### src/rtl/ga_register_writer.sv
// ga_register_writer
// Gate-array register write port: decodes Z80 OUT writes to the gate array
// (A15=1, A14=0) into pen select, palette colour, mode/ROM config and,
// optionally, RAM bank configuration.
//
// Build option:
//   GA_RAMCFG_EN  - when defined, adds the RAMCFG output and decodes
//                   D[7:6]=11 as a RAM configuration write. When undefined,
//                   RAMCFG is absent and D[7:6]=11 writes are ignored.
//
// Timing: one accept per bus write (rising edge of the decoded access).
// Every register and strobe output updates on the clock edge that samples
// the accept. MODE is deferred to the next HSYNC rising edge.

module ga_register_writer (
    input  logic       CLK,
    input  logic       RESET_n,
    input  logic       IORQ_n,
    input  logic       WR_n,
    input  logic       M1_n,
    input  logic       A15,
    input  logic       A14,
    input  logic [7:0] D,
    input  logic       HSYNC,
    output logic       LROMEN,
    output logic       HROMEN,
    output logic [1:0] MODE,
    output logic [4:0] INK_SEL,
    output logic [4:0] INK_COLOUR,
    output logic       INK_WE,
    output logic       IRQ_CLR
`ifdef GA_RAMCFG_EN
    ,
    output logic [5:0] RAMCFG
`endif
);

    localparam int unsigned MODE_W   = 2;
    localparam int unsigned PEN_W    = 5;
    localparam int unsigned COLOUR_W = 5;
    localparam int unsigned BORDER   = 16;

    // Command field carried in D[7:6].
    typedef enum logic [1:0] {
        CMD_PEN = 2'b00,
        CMD_INK = 2'b01,
        CMD_CFG = 2'b10,
        CMD_RAM = 2'b11
    } cmd_e;

    logic              access_c;
    logic              accept_c;
    logic              hs_rise_c;
    cmd_e              cmd_c;
    logic              access_q;
    logic              hsync_q;
    logic [MODE_W-1:0] mode_pending_q;
    logic              pend_q;
    logic              unused_d5_c;

    // D[5] only matters for RAM configuration writes.
    assign unused_d5_c = D[5];

    // Bus decode: access qualification, single-accept edge detect, HSYNC edge.
    always_comb begin
        access_c  = 1'b0;
        accept_c  = 1'b0;
        hs_rise_c = 1'b0;
        cmd_c     = CMD_PEN;
        access_c  = ~IORQ_n & ~WR_n & M1_n & A15 & ~A14;
        accept_c  = access_c & ~access_q;
        hs_rise_c = HSYNC & ~hsync_q;
        cmd_c     = cmd_e'(D[7:6]);
    end

    // Register file, strobes and deferred mode update.
    always_ff @(posedge CLK) begin
        if (!RESET_n) begin
            // A strobe held across reset release must not be accepted.
            access_q       <= access_c;
            hsync_q        <= 1'b0;
            LROMEN         <= 1'b0;
            HROMEN         <= 1'b0;
            MODE           <= '0;
            mode_pending_q <= '0;
            pend_q         <= 1'b0;
            INK_SEL        <= '0;
            INK_COLOUR     <= '0;
            INK_WE         <= 1'b0;
            IRQ_CLR        <= 1'b0;
`ifdef GA_RAMCFG_EN
            RAMCFG         <= '0;
`endif
        end else begin
            access_q <= access_c;
            hsync_q  <= HSYNC;
            INK_WE   <= 1'b0;
            IRQ_CLR  <= 1'b0;

            // Pending mode lands on HSYNC rise; a same-cycle config write
            // below re-arms pend with the new value for the next rise.
            if (hs_rise_c && pend_q) begin
                MODE   <= mode_pending_q;
                pend_q <= 1'b0;
            end

            if (accept_c) begin
                case (cmd_c)
                    CMD_PEN: begin
                        INK_SEL <= D[4] ? PEN_W'(BORDER) : {1'b0, D[3:0]};
                    end
                    CMD_INK: begin
                        INK_COLOUR <= COLOUR_W'(D[4:0]);
                        INK_WE     <= 1'b1;
                    end
                    CMD_CFG: begin
                        LROMEN         <= D[2];
                        HROMEN         <= D[3];
                        mode_pending_q <= MODE_W'(D[1:0]);
                        pend_q         <= 1'b1;
                        IRQ_CLR        <= D[4];
                    end
                    CMD_RAM: begin
`ifdef GA_RAMCFG_EN
                        RAMCFG <= D[5:0];
`endif
                    end
                    default: begin
                    end
                endcase
            end
        end
    end

endmodule
### config.mk
export PLATFORM = sky130hd
export DESIGN_NAME = ga_register_writer
export DESIGN_NICKNAME = d
export VERILOG_FILES = /design/src/rtl/ga_register_writer.sv
export SDC_FILE = /design/constraint.sdc
export NUM_CORES = 1
export LEC_CHECK = 0
export CAP_MARGIN = 20
export CORE_UTILIZATION = 41
export DETAILED_ROUTE_END_ITERATION = 8
export GPL_TIMING_DRIVEN = 0
export PLACE_DENSITY = 0.76
export SLEW_MARGIN = 15
export SYNTH_ARGS = -nofsm -noshare
export SYNTH_HDL_FRONTEND = slang
export SYNTH_SLANG_ARGS = --single-unit
### constraint.sdc
create_clock -name CLK -period 1.2 [get_ports CLK]
set_input_delay 0.24 -clock CLK [delete_from_list [all_inputs] [get_ports CLK]]
set_output_delay 0.24 -clock CLK [all_outputs]
set_load 0.05 [all_outputs]
Word-level counts from Yosys, hierarchy flattened:

Cells that the tools add are included.

* bits in registers: 21
* word-level logic and storage cells: 36
* output and inout bits: 16

* equality and inequality tests: 2
* bitwise operators: 11
* reduce and logical (&&, ||, !) cells: 7
* muxes and demuxes: 5

Operator list (count)
* 2-bit AND reduction: 4
* 1-bit bitwise AND: 6
* 5-bit 2-to-1 mux: 1
* 1-bit NOT: 5
* 1-bit 2-to-1 mux: 4
* 3-bit AND reduction: 1
* 2-bit by 1-bit == test with 1-bit output (second input constant): 1
* 2-bit == test (second input constant): 1
* 2-bit logical NOT: 1
* 1-bit logical AND: 1

Depth between registers and ports, before layout:

Gate-level depths: netlist of run 1.

* depth after elaboration: 7
* gate-level depth with buffers: 3
* mapped depth without buffers: 3

Worst setup path after synthesis of run 1:

Ideal clock, no wire load.

* path kind: input port to flip-flop
* from: in WR_n
* to: reg INK_COLOUR[0]
* library setup time: 0.121 ns
* slack: 0.168 ns
* arrival time: 0.911 ns
* path buffers: 0
* required time: 1.079 ns
* stages on the path: 3
* cell sequence: and4bb_4 > nand4b_4 > mux2i_1

* longest elaborated chain between the ends: 7

RTL lines
* from (decl): RTL line 19 `input logic WR_n,`
* 1-bit NOT: RTL line 70 `access_c = ~IORQ_n & ~WR_n & M1_n & A15 & ~A14;`
* 1-bit bitwise AND (4 in series): RTL line 70
* 1-bit bitwise AND: RTL line 71 `accept_c = access_c & ~access_q;`
* 2-bit AND reduction (no source line)
* to (signal assigned): RTL line 113 `INK_COLOUR <= COLOUR_W'(D[4:0]);`
* to (decl): RTL line 29 `output logic [4:0] INK_COLOUR,`

No other way between the ends.
A chain may end at the register's enable or synchronous reset.

Worst setup path after layout of run 1:

* from: in A15
* to: reg INK_COLOUR[3]

* longest elaborated chain between the ends: 4

RTL lines
* from (decl): RTL line 21 `input logic A15,`
* 1-bit bitwise AND (2 in series): RTL line 70
* 1-bit bitwise AND: RTL line 71
* 2-bit AND reduction (no source line)

No other way between the ends.

==> results of run 1 <==
-- what timing repair did --
item / in CTS / in global routing
hold buffers: 0 / 0
pin swaps: 0 / 1
endpoints found under the setup margin: 18 / 18
buffers inserted: 0 / 0
gates resized for setup: 82 / 10
-- stage by stage --
| step | hold slack (ns) | setup slack [ns] | power [W] | instances | util [%] |
|---|---|---|---|---|---|
| 3_5_place_dp | 0.458 | -0.356 | 0.000831 | 134 | 64.1 |
| 4_1_cts | 0.473 | 0.0121 | 0.00117 | 138 | 61.3 |
| 6_report | 0.445 | 0.0260 | 0.00116 | 138 | 62.8 |
| 3_3_place_gp | 0.446 | -0.308 | 0.000828 | 134 | 64.1 |
| 5_1_grt | 0.448 | -0.00130 | 0.00122 | 138 | 62.8 |
| 2_1_floorplan | 0.312 | 0.168 | 0.000764 | 79 | - |
-- tightest hold or removal path: cells and delay by family --
family | cells | cell delay, ns
buffers and inverters | 1 | 0.09
and+or+nand+nor | 2 | 0.39
-- path summary, 6_finish.rpt --
| path | cells after the start | to | start |
|---|---|---|---|
| max | 4 | INK_COLOUR[3] | A15 |
| max reg2reg | 3 | INK_COLOUR[3] | access_q |
| min | 3 | access_q | IORQ_n |
| min reg2reg | 2 | mode_pending_q[0] | mode_pending_q[0] |
-- power breakdown --
part / switching, W / internal [W] / leakage [nW]
logic: 0.0000513 / 0.0000609 / 0.410
registers: 0.00000199 / 0.000701 / 0.169
clock network: 0.000224 / 0.000124 / 0.0177
total: 0.000277 / 0.000887 / 0.597
-- Yosys cell counts (all sizes together) --
cell type   n
dfxtp      21
nand2      19
mux2i      16
nor2        7
nand3b      5
clkbuf      2
inv         2
nand4b      2
a21oi       1
and4bb      1
nand3       1
nor2b       1
o21ai       1
-- cells in the final DEF, fill, tap and decap left out, drive strengths merged --
cell type      netlist  routed
inv                  2       2
nor2                 7       7
a21oi                1       1
clkinv               0       1
nor2b                1       1
mux2i               16      16
nand3                1       1
nand2               19      19
clkbuf               2      13
nand3b               5       5
nand4b               2       2
and4bb               1       1
buf                  0       8
o21ai                1       1
dlymetal6s2s         0       1
dfxtp               21      21
clkdlybuf4s50        0      13
-- sequential cells by signal, indices dropped and copies added (netlist names) --
register,cells
LROMEN,1
IRQ_CLR,1
hsync_q,1
INK_WE,1
pend_q,1
mode_pending_q,2
HROMEN,1
INK_SEL,5
MODE,2
INK_COLOUR,5
access_q,1
-- metal layers --
layer	track usage, %	up-vias	wire length [um]
met5	0	-	0
met4	10.3	0	12
met3	4.23	2	116
met2	31.9	23	831
met1	22.4	308	775
li1	-	336	-
-- layout make-up --
cell class                      count  area [sq um]  area share (%)
Multi-Input combinational cell     54           393            34.7
Buffer                              2          10.0           0.884
Sequential cell                    21           420            37.1
Inverter                            2          7.51           0.663
Clock inverter                      1          5.00           0.442
Clock buffer                        3          22.5            1.99
Tap cell                           25          31.3            2.76
Timing Repair Buffer               30           243            21.4
-- cells by family after synthesis --
group | Yosys count | synth area share, %
DFF | 21 | 51.1
buffers and inverters | 4 | 1.82
muxes | 16 | 19.5
and+or+nand+nor | 36 | 26.4
AOI/OAI and AO/OA | 2 | 1.21
==> results.cfg, run 1 <==
[placed_design]
port_buffers = 30
postPlaceCellArea_sq_um = 1150
place.gp.congestion = 0.707
dpl.hpwl_mm = 1.31

[synthesis]
synth.avg_cell_area_sq_um = 10.4
synth-seq-cells = 21
synthDistinctLibCells = 14
syn_nets = 95
synth-seq-area-share_pct = 51.1
synthCells = 79
syn_area_sq_um = 823
yosys.area.top_type = dfxtp_1
synth.area.top_cells = dfxtp_1 (51%), mux2i_1 (19%), nand2_1 (8.7%)
synth_top_area_share_pct = 51.1
yosys_warnings = 0

[floorplan]
initial_core_util_pct = 45.7
die-width_um = 46.8
io_pins = 32
core_sq_um = 1800
die_h_um = 46.8
die-area_sq_um = 2190
rows = 15

[worst_setup_path]
critPathMaxFanout = 6
start_kind = input pin
cp_slowest_cell = clkdlybuf4s50_1
cp_num_buf_inv = 1
path_cells = clkdlybuf4s50_1 -> and4bb_4 -> nand4b_4 -> mux2i_1
cp.required_ns = 1.40
r2r_setup_slack_ns = 0.21
arrival_ns = 1.38
crit_family = simple AND/OR/NAND/NOR gates
crit_path_end_kind = register
critical_path_class = input pin to register
max_stage_delay_ns = 0.46

[sta]
fin_crit_ns = 1.17
finalSetupTns_ns = 0
tightest_slew_ns = 0.257
hold_violations = 0
setup_violations = 0
skew_ns = 0.000673
slew_headroom_pct = 83.0
slew_violations = 0
rsz0062_at_grt = yes
fmax_mhz = 852
min_period_over_period_pct = 97.8

[power_and_ir_drop]
leakage_nw = 0.597
powerDensity_nw_per_um2 = 1030
ir_worst_vdd_v = 0.000554

[clock_tree]
cts.sink_count = 21
cts_buffer_depth = 2
cts.reportedPaths.clkPinSlew_ns = 0.12
htree_levels = 1
cts_tree = built
cts_root_buffer = clkbuf_4
cts_buffers = 3
insertion_delay_ns = 0.30

[global_route]
grt_antenna_before_repair = 0
track_usage_pct = 19.0
grt_pass1_vias = 658
grt_max_degree = 13
grt_first_pass_wirelength_mm = 2.82
grt-ovfl-total = 0

[final_layout]
area_growth_pct = 37.5
antenna_cells = 0
finalInstanceArea_sq_um = 1130
drive_above_1_share_pct = 23.9
fin_nets = 130
fill_cells = 166

[detailed_routing]
vias = 669
firstDrtPassIters = 3
wl_mm = 1.74
viasPerCell = 4.85
drc = 0
drtAntennaViolNets = 0
detail_route.wl_per_cell_um = 12.6
drtIter0Drc = 3

[outcome]
status = completed

[job]
max_cap_viol_count = 0

[hold_path]
min_path_type = input pin to register
No activity file was read; power rests on OpenSTA's default activity.
==> run 2: changes to the inputs <==
SKIP_CTS_REPAIR_TIMING = 1   (was not set)
==> run 2 against run 1 <==
Compared with the run above:
- hold slack got worse by 0.043 ns
- clock skew increased by 0.00055 ns
- sequential share of layout area decreased by 0.49 points
- worst setup slack improved by 0.018 ns
- sequential power about the same
- register-to-register slack about the same
- fmax increased by 1.6%
- combinational power about the same
- routed wire length increased by 0.63%
- critical path depth decreased by 3
- total power about the same
- critical path type is now register to output port
==> results.cfg, run 2 (synthesized netlist as in run 1, its figures left out) <==
[outcome]
status = completed

[global_route]
grt_max_degree = 13
track_usage_pct = 19.1
grt_antenna_before_repair = 0
grt_pass1_vias = 667
grt-ovfl-total = 0
grt_first_pass_wirelength_mm = 2.84

[clock_tree]
cts_root_buffer = clkbuf_4
cts.reportedPaths.clkPinSlew_ns = 0.12
insertion_delay_ns = 0.30
cts_buffers = 3
cts.sink_count = 21
cts_tree = built
htree_levels = 1
cts_buffer_depth = 2

[floorplan]
initial_core_util_pct = 45.7
die_h_um = 46.8
die-area_sq_um = 2190
die-width_um = 46.8
rows = 15
core_sq_um = 1800
io_pins = 32

[detailed_routing]
firstDrtPassIters = 4
drc = 0
drtIter0Drc = 3
vias = 681
viasPerCell = 4.93
drtAntennaViolNets = 0
detail_route.wl_per_cell_um = 12.7
wl_mm = 1.75

[sta]
hold_violations = 0
slew_violations = 0
tightest_slew_ns = 0.280
hold_ws_ns = 0.403
fmax_mhz = 865
rsz0062_at_grt = no
skew_ns = 0.00122
fin_crit_ns = 1.16
slew_headroom_pct = 81.4
min_period_over_period_pct = 96.3
setup_violations = 0

[worst_setup_path]
path_cells = buf_2
max_stage_delay_ns = 0.35
crit_path_end_kind = output port
regToRegStartpoint = access_q
critical_path_class = register to output port
cp-startpoint = INK_COLOUR[3]
cp_slowest_cell = dfxtp_1
cp_num_buf_inv = 1
start_kind = register
critPathMaxFanout = 2
cp.required_ns = 0.96
crit_family = flip-flops
arrival_ns = 0.92

[placed_design]
port_buffers = 30
postPlaceCellArea_sq_um = 1150
place.gp.congestion = 0.707
dpl.hpwl_mm = 1.31

[hold_path]
min_path_type = input pin to register
hold_start = WR_n

[final_layout]
utilization_pct = 63.7
drive_above_1_share_pct = 23.9
final_cell_mix = dfxtp_1 (21), nand2_1 (19), mux2i_1 (16)
reg_top3 = INK_COLOUR x5, INK_SEL x5
antenna_cells = 0
fin_nets = 130
final_common_cell = dfxtp_1
finalInstanceArea_sq_um = 1150
area_growth_pct = 39.4

[power_and_ir_drop]
powerDensity_nw_per_um2 = 1010
ir_worst_vdd_v = 0.000553
leakage_nw = 0.624

[job]
max_cap_viol_count = 0
run 2: path summary, 6_finish.rpt:
kind	endpoint	slack [ns]	depth (start not counted)
hold reg to reg	mode_pending_q[0]	0.47	2
setup reg to reg	INK_COLOUR[3]	0.20	3
hold / removal	access_q	0.40	3
setup / recovery	INK_COLOUR[3]	0.04	1
run 2: area by class of cell:
cell class | instances | area, sq um
Multi-Input combinational cell | 54 | 400
Tap cell | 25 | 31.3
Buffer | 2 | 10.0
Fill cell | 168 | 654
Sequential cell | 21 | 420
Inverter | 2 | 7.51
Clock buffer | 3 | 22.5
Timing Repair Buffer | 30 | 250
Clock inverter | 1 | 5.00
run 2: power breakdown:
group	total, W	leakage, nW	switching, W	internal, W
combinational	0.000112	0.437	0.0000530	0.0000593
sequential	0.000703	0.169	0.00000198	0.000701
clock	0.000347	0.0177	0.000223	0.000124
total	0.00116	0.624	0.000278	0.000885
run 2: through the flow:
step                worst slack (ns)  total power (W)  setup TNS (ns)  cells
floorplan                      0.168         0.000764               0     79
global placement              -0.308         0.000828           -7.08    134
detailed placement            -0.356         0.000831           -7.58    134
CTS                           -0.531          0.00117           -8.16    138
global route                0.000889          0.00122               0    138
finish                        0.0442          0.00116               0    138
run 2: layer usage:
layer	track usage, %	up-vias	wire length, um
li1	-	337	-
met3	4.62	2	125
met1	22.9	315	743
met5	0	-	0
met4	10.3	0	12
met2	31.4	27	866
==> RTL change 1 (settings of run 2) <==
Register the inputs `IORQ_n`, `WR_n`, `M1_n`, `A15`, `A14` and `HSYNC` before use. The logic sees them one clock later. The other inputs are not delayed to match. Comments in the files are not updated.
--- a/src/rtl/ga_register_writer.sv
+++ b/src/rtl/ga_register_writer.sv
@@ -48,6 +48,22 @@
         CMD_RAM = 2'b11
     } cmd_e;
 
+    logic IORQ_n_q;
+    logic WR_n_q;
+    logic M1_n_q;
+    logic A15_q;
+    logic A14_q;
+    logic HSYNC_q;
+
+    always_ff @(posedge CLK) begin
+        IORQ_n_q <= IORQ_n;
+        WR_n_q   <= WR_n;
+        M1_n_q   <= M1_n;
+        A15_q    <= A15;
+        A14_q    <= A14;
+        HSYNC_q  <= HSYNC;
+    end
+
     logic              access_c;
     logic              accept_c;
     logic              hs_rise_c;
@@ -67,9 +83,9 @@
         accept_c  = 1'b0;
         hs_rise_c = 1'b0;
         cmd_c     = CMD_PEN;
-        access_c  = ~IORQ_n & ~WR_n & M1_n & A15 & ~A14;
+        access_c  = ~IORQ_n_q & ~WR_n_q & M1_n_q & A15_q & ~A14_q;
         accept_c  = access_c & ~access_q;
-        hs_rise_c = HSYNC & ~hsync_q;
+        hs_rise_c = HSYNC_q & ~hsync_q;
         cmd_c     = cmd_e'(D[7:6]);
     end
 
@@ -93,7 +109,7 @@
 `endif
         end else begin
             access_q <= access_c;
-            hsync_q  <= HSYNC;
+            hsync_q  <= HSYNC_q;
             INK_WE   <= 1'b0;
             IRQ_CLR  <= 1'b0;
 
Formal check against the unedited RTL: not equivalent (Yosys sat finds a counterexample within 4 cycles, from zero or initial values and one cycle with RESET_n low).
==> RTL change 1 against run 2 <==
Register-to-register slack got worse by 0.14 ns; sequential cell count rose by 6; setup slack got worse by 0.015 ns; final cell count grew 6.5%; area after synthesis is 15% higher; power rose by 20%; design area rose by 9.2%; wire length is 3.9% lower; hold slack got worse by 0.050 ns.
==> RTL change 1: results (changes against run 2) <==
status -> finished, final reports clean
GP Congestion -> 0.695 (-1.7%)
FF-to-FF End -> INK_COLOUR[3]
global-route usage over all layers -> 14.5% (-4.6 points)
Internal -> 1.10 mW (+24%)
met1 usage -> 17.6% (-5.3 points)
first-pass GRT wire length -> 2.81 mm (-1.2%)
crit path to -> INK_SEL[3]
total number of vias -> 699 (+2.6%)
top layer in use -> met3
Post-Route Skew -> 0.00474 ns (+0.00352 ns)
Post-synth top cells -> dfxtp_1, nand2_1, mux2i_1, nor2_1, nand3b_1
Logic power comb -> 0.109 mW
non-filler cells, final -> 147 (+6.5%)
Syn Area/Cell -> 11.1 µm² (+6.5%)
register area share after synthesis -> 57.3% (+6.2 points)
Clock net power -> 0.373 mW (+7.5%)
vias in the first global route -> 684 (+2.5%)
Reg2Reg Launch Point -> IORQ_n_q
met2 routed WL -> 820 µm (-5.3%)
WHS -> 0.352 ns (-0.0503 ns)
placed cell count -> 143 (+6.7%)
largest net degree at the start of global routing -> 15 (+2)
worst IR drop on VDD -> 0.698 mV (+26%)
clk slew on worst S/H paths -> 0.14 ns (+0.02 ns)
CP Launch Point -> INK_SEL[3]
Synth Area in Compound Gates -> 1.06% (-0.15 points)
total wire length -> 1.68 mm (-3.9%)
synth top area cells -> dfxtp_1, mux2i_1, nand2_1, nand4b_4, nand3b_1
grt met2 use -> 25.5% (-5.9 points)
fmax -> 854 MHz (-1.3%)
share of cells above drive strength 1 -> 21.8% (-2.0 points)
Static Leak -> 0.632 nW (+1.3%)
Max-slew headroom -> 80.5% (-0.94 points)
asr flop ratio synth -> 0% (unchanged)
worst reg-to-reg setup slack -> 0.06 ns (-0.14 ns)
met3 usage -> 2.78% (-1.8 points)
clock buffer depth -> 2 (unchanged)
pre-CTS WS -> -0.351 ns (+0.00482 ns)
mux contribution to synthesized area -> 17.0% (-2.5 points)
Top Registers -> INK_COLOUR (5), INK_SEL (5)
Final HPWL DP -> 1.33 mm (+1.9%)
Crit-path slowest cell -> dfxtp_1
met3 wire len -> 80 µm (-36%)
fillcell total -> 201 (+20%)
Power Density -> 1120 nW/µm² (+10%)
WL met1 -> 777 µm (+4.6%)
Syn Nets -> 101 (+6.3%)
-- RTL change 1: cell type report --
cell class | instances | area, µm² | area share (%)
multi-input combinational | 54 | 388 | 31.0
timing repair buffer | 30 | 245 | 19.6
inverter | 2 | 7.51 | 0.599
sequential | 27 | 541 | 43.2
buffer | 2 | 10.0 | 0.799
clock buffer | 4 | 26.3 | 2.10
tap | 28 | 35.0 | 2.80
-- RTL change 1: worst min-delay path by stage --
stage	to	start	cells after the start
6_report	IORQ_n_q	IORQ_n	1
5_1_grt	IORQ_n_q	IORQ_n	1
4_1_cts	IORQ_n_q	IORQ_n	1
3_5_place_dp	access_q	A14_q	1
3_3_place_gp	access_q	A14_q	1
2_1_floorplan	A14_q	A14	0
-- RTL change 1: metrics by stage --
stage | setup TNS, ns | utilization [%] | area [µm²]
floorplan | 0 | - | 943
global placement | -6.21 | 58.4 | 1280
detailed placement | -6.99 | 58.4 | 1280
CTS | -8.41 | 59.6 | 1310
global route | -0.0167 | 57.2 | 1250
finish | 0 | 57.2 | 1250
==> RTL change 2 (config.mk and constraints of run 2) <==
Without the edit above. Build with the macro `GA_RAMCFG_EN` defined.
--- a/src/rtl/ga_register_writer.sv
+++ b/src/rtl/ga_register_writer.sv
@@ -11,6 +11,8 @@
 // Timing: one accept per bus write (rising edge of the decoded access).
 // Every register and strobe output updates on the clock edge that samples
 // the accept. MODE is deferred to the next HSYNC rising edge.
+
+`define GA_RAMCFG_EN
 
 module ga_register_writer (
     input  logic       CLK,
Behaviour (old outputs only; new: RAMCFG): unchanged (Yosys induction, for registers that start in step).
==> RTL change 2 against run 2 <==
The run now ends with negative setup slack left; global-route usage is 1.1 points lower; sequential cell count is 6 higher; power is 23% higher; largest cell class is now multi-input gates; critical path type is now reg -> reg; area after synthesis is 34% higher; sequential power is 29% higher; setup slack worse by 0.41 ns; design area is 34% higher; wire length is 39% higher.
==> RTL change 2: results (changes against run 2) <==
GP Congestion -> 0.727 (+2.9%)
first-pass GRT wire length -> 3.71 mm (+31%)
P&R area growth vs syn -> 39.8%
CP max stage delay -> 0.50 ns (+0.15 ns)
Post-Route Skew -> 0.00435 ns (+0.00312 ns)
Finish-stage setup viols -> 21 (+21)
cells after synthesis -> 104 (+32%)
share of cells above drive strength 1 -> 25.7% (+1.8 points)
failing checks -> negative setup slack
pre-CTS WS -> -0.931 ns (-0.575 ns)
TNS Setup -> -6.25 ns (-6.25 ns)
placed cell count -> 170 (+27%)
status -> finished, violations left
worst IR drop on VDD -> 0.669 mV (+21%)
Area after DPL -> 1500 µm² (+30%)
WL/cell -> 13.6 µm (+7.6%)
global-route usage over all layers -> 18.0% (-1.1 points)
vias in the first global route -> 806 (+21%)
register area share after synthesis -> 49.1% (-2.0 points)
fillcell total -> 209 (+24%)
CP max FO -> 5 (+3)
Final HPWL DP -> 1.73 mm (+32%)
total number of vias -> 896 (+32%)
setup slack after layout -> -0.361 ns (-0.406 ns)
total wire length -> 2.43 mm (+39%)
==> RTL change 2: cell types whose count changed after synthesis, moves of 2 or more <==
cell and change:
nand2_1 +9, dfxtp_1 +6, mux2i_1 +6, nor2_1 -5, and4b_1 +2, clkbuf_1 +2
nand4b_4 -2, nor4_4 +2
==> RTL change 2: logic make-up after synthesis <==
family / after synthesis / synth area share (%)
compound gates: 2 / 1.36
simple gates: 46 / 26.5
mux: 22 / 20.0
flops: 27 / 49.1
buf+inv: 7 / 3.07
==> RTL change 2: area by class of cell <==
class,instances,area share [%]
clock buffers,4,1.71
inverters,2,0.488
multi-input cells,70,35.4
well taps,30,2.44
flip-flops and latches,27,35.2
plain buffers,4,0.976
repair buffers,41,23.8
==> RTL change 2: layer usage <==
layer	routed length, µm	vias up	global-route usage (%)
li1	-	439	-
met1	1060	428	23.4
met2	1200	24	28.8
met3	136	5	3.11
met4	25	0	7.89
met5	0	-	0
==> RTL change 2: report_power, final <==
part / internal (mW) / switching, mW / leakage [nW]
Clock: 0.130 / 0.254 / 0.0150
Sequential: 0.902 / 0.00237 / 0.218
Combinational: 0.0671 / 0.0797 / 0.392
Total: 1.10 / 0.336 / 0.625
==> RTL change 2: worst paths after layout <==
kind / end / slack (ns) / cells past startpoint / from
worst min-delay path: access_q / 0.17 / 2 / IORQ_n
worst max register to register: LROMEN / -0.36 / 4 / access_q
worst max-delay path: LROMEN / -0.36 / 4 / access_q
worst min register to register: mode_pending_q[0] / 0.47 / 2 / mode_pending_q[0]
==> RTL change 2: worst max-delay path, delay by kind of cell, from the launching register on <==
kind                   cells  cell delay [ns]
buffers and inverters      1             0.17
flip-flops                 1             0.34
multiplexers               1             0.18
AND/OR/NAND/NOR            2             0.81
